File: config.mk
export PLATFORM = sky130hd
export DESIGN_NAME = seq_tx
export DESIGN_NICKNAME = d
export VERILOG_FILES = /design/src/rtl/seq_tx.sv
export SDC_FILE = /design/constraint.sdc
export NUM_CORES = 1
export LEC_CHECK = 0
export ABC_AREA = 1
export BUFFER_PORTS_ARGS = -buffer_cell sky130_fd_sc_hd__clkbuf_2
export CORE_UTILIZATION = 51
export CTS_CLUSTER_DIAMETER = 150
export DETAILED_ROUTE_END_ITERATION = 7
export PLACE_DENSITY = 0.85
export SETUP_SLACK_MARGIN = 0.05
export SYNTH_ARGS = -nofsm -noshare
export SYNTH_HDL_FRONTEND = slang
export SYNTH_SLANG_ARGS = --single-unit
File: constraint.sdc
create_clock -name clk -period 1.4 [get_ports clk]
set_clock_uncertainty 0.05 [all_clocks]
set_input_delay 0.07 -clock clk [delete_from_list [all_inputs] [get_ports clk]]
set_output_delay 0.07 -clock clk [all_outputs]
set_load 0.02 [all_outputs]
File: src/rtl/seq_tx.sv
// seq_tx: repeating serial pattern transmitter.
// Captures a pattern, its length and a repeat count, then shifts the used
// field out MSB-first, once per frame. Frames are separated by GAP_CYCLES
// idle cycles, and a one-cycle done pulse follows the last frame.
// Every output is registered and changes only on the rising edge of clk.
module seq_tx #(
  parameter int DATA_W     = 8,
  parameter int GAP_CYCLES = 2
) (
  input  logic                      clk,
  input  logic                      reset,
  input  logic                      start,
  input  logic [DATA_W-1:0]         pattern,
  input  logic [$clog2(DATA_W):0]   len,
  input  logic [3:0]                reps,
  input  logic                      abort,
  output logic                      dout,
  output logic                      dout_valid,
  output logic                      busy,
  output logic                      done
);

  localparam int IDX_W = (DATA_W > 1) ? $clog2(DATA_W) : 1;
  localparam int GAP_W = (GAP_CYCLES > 1) ? $clog2(GAP_CYCLES) : 1;

  typedef enum logic [1:0] {IDLE, SHIFT, GAP, DONE} state_t;

  state_t            state;
  logic [DATA_W-1:0] pat_q;
  logic [IDX_W-1:0]  last_idx_q;
  logic [IDX_W-1:0]  idx_q;
  logic [3:0]        frames_q;
  logic [GAP_W-1:0]  gap_q;

  logic [IDX_W-1:0]  in_last_idx;
  logic [IDX_W-1:0]  next_idx;

  // First bit index of a new frame; a length of 0 or beyond DATA_W means the full width.
  always_comb begin
    in_last_idx = IDX_W'(DATA_W - 1);
    if ((len != '0) && (int'(len) <= DATA_W)) begin
      in_last_idx = IDX_W'(len - 1'b1);
    end
    next_idx = idx_q - IDX_W'(1);
  end

  // Transfer FSM with registered outputs; reset beats abort, and abort beats start.
  always_ff @(posedge clk) begin
    if (reset) begin
      state      <= IDLE;
      pat_q      <= '0;
      last_idx_q <= '0;
      idx_q      <= '0;
      frames_q   <= '0;
      gap_q      <= '0;
      dout       <= 1'b0;
      dout_valid <= 1'b0;
      busy       <= 1'b0;
      done       <= 1'b0;
    end else begin
      case (state)
        IDLE: begin
          dout       <= 1'b0;
          dout_valid <= 1'b0;
          busy       <= 1'b0;
          done       <= 1'b0;
          if (start && !abort) begin
            pat_q      <= pattern;
            last_idx_q <= in_last_idx;
            idx_q      <= in_last_idx;
            frames_q   <= reps;
            dout       <= pattern[in_last_idx];
            dout_valid <= 1'b1;
            busy       <= 1'b1;
            state      <= SHIFT;
          end
        end

        SHIFT: begin
          if (abort) begin
            state      <= IDLE;
            dout       <= 1'b0;
            dout_valid <= 1'b0;
            busy       <= 1'b0;
            done       <= 1'b0;
          end else if (idx_q != '0) begin
            idx_q <= next_idx;
            dout  <= pat_q[next_idx];
          end else if (frames_q != 4'd0) begin
            frames_q <= frames_q - 4'd1;
            if (GAP_CYCLES > 0) begin
              state      <= GAP;
              gap_q      <= GAP_W'(GAP_CYCLES - 1);
              dout       <= 1'b0;
              dout_valid <= 1'b0;
            end else begin
              idx_q <= last_idx_q;
              dout  <= pat_q[last_idx_q];
            end
          end else begin
            state      <= DONE;
            dout       <= 1'b0;
            dout_valid <= 1'b0;
            busy       <= 1'b0;
            done       <= 1'b1;
          end
        end

        GAP: begin
          if (abort) begin
            state      <= IDLE;
            dout       <= 1'b0;
            dout_valid <= 1'b0;
            busy       <= 1'b0;
            done       <= 1'b0;
          end else if (gap_q == '0) begin
            state      <= SHIFT;
            idx_q      <= last_idx_q;
            dout       <= pat_q[last_idx_q];
            dout_valid <= 1'b1;
          end else begin
            gap_q <= gap_q - GAP_W'(1);
          end
        end

        DONE: begin
          state      <= IDLE;
          dout       <= 1'b0;
          dout_valid <= 1'b0;
          busy       <= 1'b0;
          done       <= 1'b0;
        end

        default: begin
          state      <= IDLE;
          dout       <= 1'b0;
          dout_valid <= 1'b0;
          busy       <= 1'b0;
          done       <= 1'b0;
        end
      endcase
    end
  end

endmodule

==> metrics.md <==
| Metric | Value |
|---|---|
| Status | finished, violations left |
| Failing checks | setup timing |
| Worst Hold Class | in -> reg |
| Top_reg_cell synth | dfxtp_1 |
| Post-synth ARST share | 0% |
| WP data required | about 1.6 ns |
| Initial Util | 53.7% |
| Root Buffer | clkbuf_4 |
| Vias per cell | 5.25 |
| Switching power | roughly 2.2 mW |
| DR pass1 iterations | 7 |
| Worst Max-Slew Pin Slew | 0.495 ns |
| #FFs+latches synth | 25 |
| Power per cell area | 2020 nW/um2 |
| Via count | 1897 |
| Int Pwr | 2.63 mW |
| Clock Latency Late Sink | roughly 0.33 ns |
| CP max stage delay | ~0.4 ns |
| Fin. Hold Viols | 0 |
| Syn_area_per_cell | 6.45 um2 |
| Crit end category | flop |
| Sw Share | 45.5% |
| Number of synthesis warnings | 0 |
| Largest net degree at the start of global routing | 20 |
| Die height | 58.5 um |
| # DRC | 0 |
| Area of the core | 3030 um2 |
| Synthesized area | approximately 1600 um2 |
| Worst Path Arrival | 1.86 ns |
| Worst setup SP type | flop |
| Non-Filler Instances | 361 |
| Slew margin rel. | between 60% and 70% |
| GPL Wtd Cong | 0.936 |
| DP HPWL | 3070 um |
| CTS tree | done |
| Number of synthesized flops with an enable pin | 0 |
| Sequential Power Share | 23.2% |
| Post-route minimum period | 1.66 ns |
| Layout cell share with drive strength beyond 1 | 39.4% |
| Global Route Usage Sum | 27.0% |
| Area grow syn2layout | 46.9% |
| Fin crit share | 119% |
| Clk sink count | 25 |
| Post-synthesis sequential area ratio | 30.8% |
| Bufs and invs on worst path | 1 |
| First-pass GRT wire length | 7150 um |
| Antenna violations before repair | 0 |
| Final worst setup slack | -0.264 ns |
| Max stage delay cell, worst path | dfxtp_4 |
| Diodes inserted | 0 |
| H-tree depth | 1 |
| Post-Syn Instances | 252 |
| Max FO, Critical Path | 6 |
| DP Cell Count | 336 |
| Fmax | 601 MHz |
| Leak pwr | 1.13 nW |
| Ports | 24 |
| Max IR drop VDD | between 1 and 1.5 mV |
| Die W | 58.5 um |
| Max cap viols | 0 |
| Post-Route Utilization | 78.8% |
| Die ar. | 3420 um2 |
| Number of nets in the layout | 347 |
| RSZ-0062 raised after global routing | yes |
| Final hold slack | 0.00249 ns |
| Number of global-route vias before repair | 1676 |
| Antenna viol nets, final | 0 |
| Slew Limit Fails | 0 |
| Delay-heaviest family, CP | compound AO/OA/AOI/OAI gates |
| Iteration-0 DRC Markers | 121 |
| Comb power frac | 69.8% |
| Clock tree buffer depth | 2 |
| Worst-path clk slew | about 0.15 ns |
| GR Overflow Total | 0 |
| Port bufs | 23 |
| Clock share of power | 7.0% |
| CP Cell Sequence | inv_6 > ha_4 > nor2_4 > nand2_1 > o211ai_1 > nor2_2 > o21ai_1 > a31oi_1 |
| Critical path class | reg -> reg |
| Synth Net Count | 281 |
| Row count | 20 |
| Wirelength per Cell | 13.7 um |
| Dpl cell area | 2030 um2 |
| Internal reg-to-reg setup slack | -0.26 ns |
| Distinct cells, synth | 27 |
| Final Setup Violations | 13 |
| Final instance area | approximately 2400 um2 |
| Final wirelength | approximately 5000 um |
| Num CTS Buffers | 3 |
through the flow:
stage | worst slack (ns) | power [mW] | setup TNS [ns]
2_1_floorplan | 0.0323 | 2.70 | 0
3_3_place_gp | -0.0613 | 3.37 | -0.248
3_5_place_dp | -0.101 | 3.44 | -0.692
4_1_cts | -0.0729 | 4.18 | -0.403
5_1_grt | -0.292 | 5.11 | -2.55
6_report | -0.264 | 4.82 | -1.51
layout make-up:
class / count / area, um2
Timing Repair Buffer: 65 / 453
Clock buffer: 3 / 22.5
Fill cell: 193 / 641
Clock inverter: 1 / 5.00
Sequential cell: 25 / 515
Tap cell: 44 / 55.1
Inverter: 45 / 191
Multi-Input combinational cell: 178 / 1140
routing by layer:
layer / track usage (%) / share of wire, % / up-vias
met5: 0 / 0 / -
met4: 10.9 / 2.9 / 0
met3: 5.27 / 6.7 / 18
met2: 44.7 / 49 / 77
met1: 34.5 / 42 / 851
li1: - / - / 951
registers in the layout, summed over array words and instances, names as in the netlist:
signal      flops
dout            1
dout_valid      1
frames_q        4
last_idx_q      3
state           2
gap_q           1
pat_q           8
done            1
busy            1
idx_q           3
worst min-delay path: cells and delay by family:
kind	cells	cell delay [ns]
buffers and inverters	1	0.09
AOI/OAI and AO/OA	2	0.18
power by group through the flow:
stage / clock network, mW / logic (mW) / registers (mW)
floorplan: 0 / 1.59 / 1.12
global placement: 0 / 2.30 / 1.07
detailed placement: 0 / 2.36 / 1.09
CTS: 0.333 / 2.76 / 1.09
global route: 0.362 / 3.61 / 1.14
finish: 0.339 / 3.37 / 1.12
synth_stat cells, types with 2 or more instances:
cell	number	area share, %
inv_1	35	8.1
dfxtp_1	25	31
o22ai_1	2	0.77
nand2_2	3	1.2
o21ai_1	10	3.1
o211ai_1	2	0.92
nor2_2	3	1.2
ha_1	9	6.9
buf_2	2	0.62
a31oi_1	2	0.77
nand3_1	28	8.6
nor2_1	14	3.2
o21a_1	2	0.92
inv_2	10	2.3
o21ai_0	18	5.5
a21oi_1	22	6.8
nand2_1	53	12
xor2_1	2	1.1
clkbuf_1	2	0.46
cell usage in the layout, fill, tap and decap left out, types with 10 or more instances in the layout:
cell type / synthesis / final
dfxtp_1: 25 / 19
inv_1: 35 / 26
nand2_1: 53 / 48
nor2_1: 14 / 10
o21ai_1: 10 / 12
inv_2: 10 / 13
a21oi_1: 22 / 19
clkbuf_2: 0 / 23
nand3_1: 28 / 25
buf_4: 0 / 36
o21ai_0: 18 / 15
cell families after synthesis:
kind of cell    Yosys count  synth area share (%)
simple gates            105                  28.9
compound gates           61                  20.3
buf+inv                  49                  11.5
flops                    25                  30.8
fa+ha+maj                 9                  6.93
xor+xnor                  3                  1.62
worst paths after layout:
path	start	to	cells after the start
setup / recovery	state[1]$_SDFFE_PP0P_	idx_q[0]$_SDFFE_PP0P_	8
hold / removal	pattern[6]	pat_q[6]$_SDFFE_PP0P_	3
setup reg to reg	state[1]$_SDFFE_PP0P_	idx_q[0]$_SDFFE_PP0P_	8
hold reg to reg	pat_q[2]$_SDFFE_PP0P_	pat_q[2]$_SDFFE_PP0P_	2
timing repair:
item | CTS | global route
setup endpoints to repair | 21 | 25
pin swaps | 6 | 10
hold buffers | 3 | 0
endpoints found under the hold margin | 4 | 0
buffers inserted | 10 | 8
resized for setup | 19 | 27
Power figures use the tool's default switching activity.
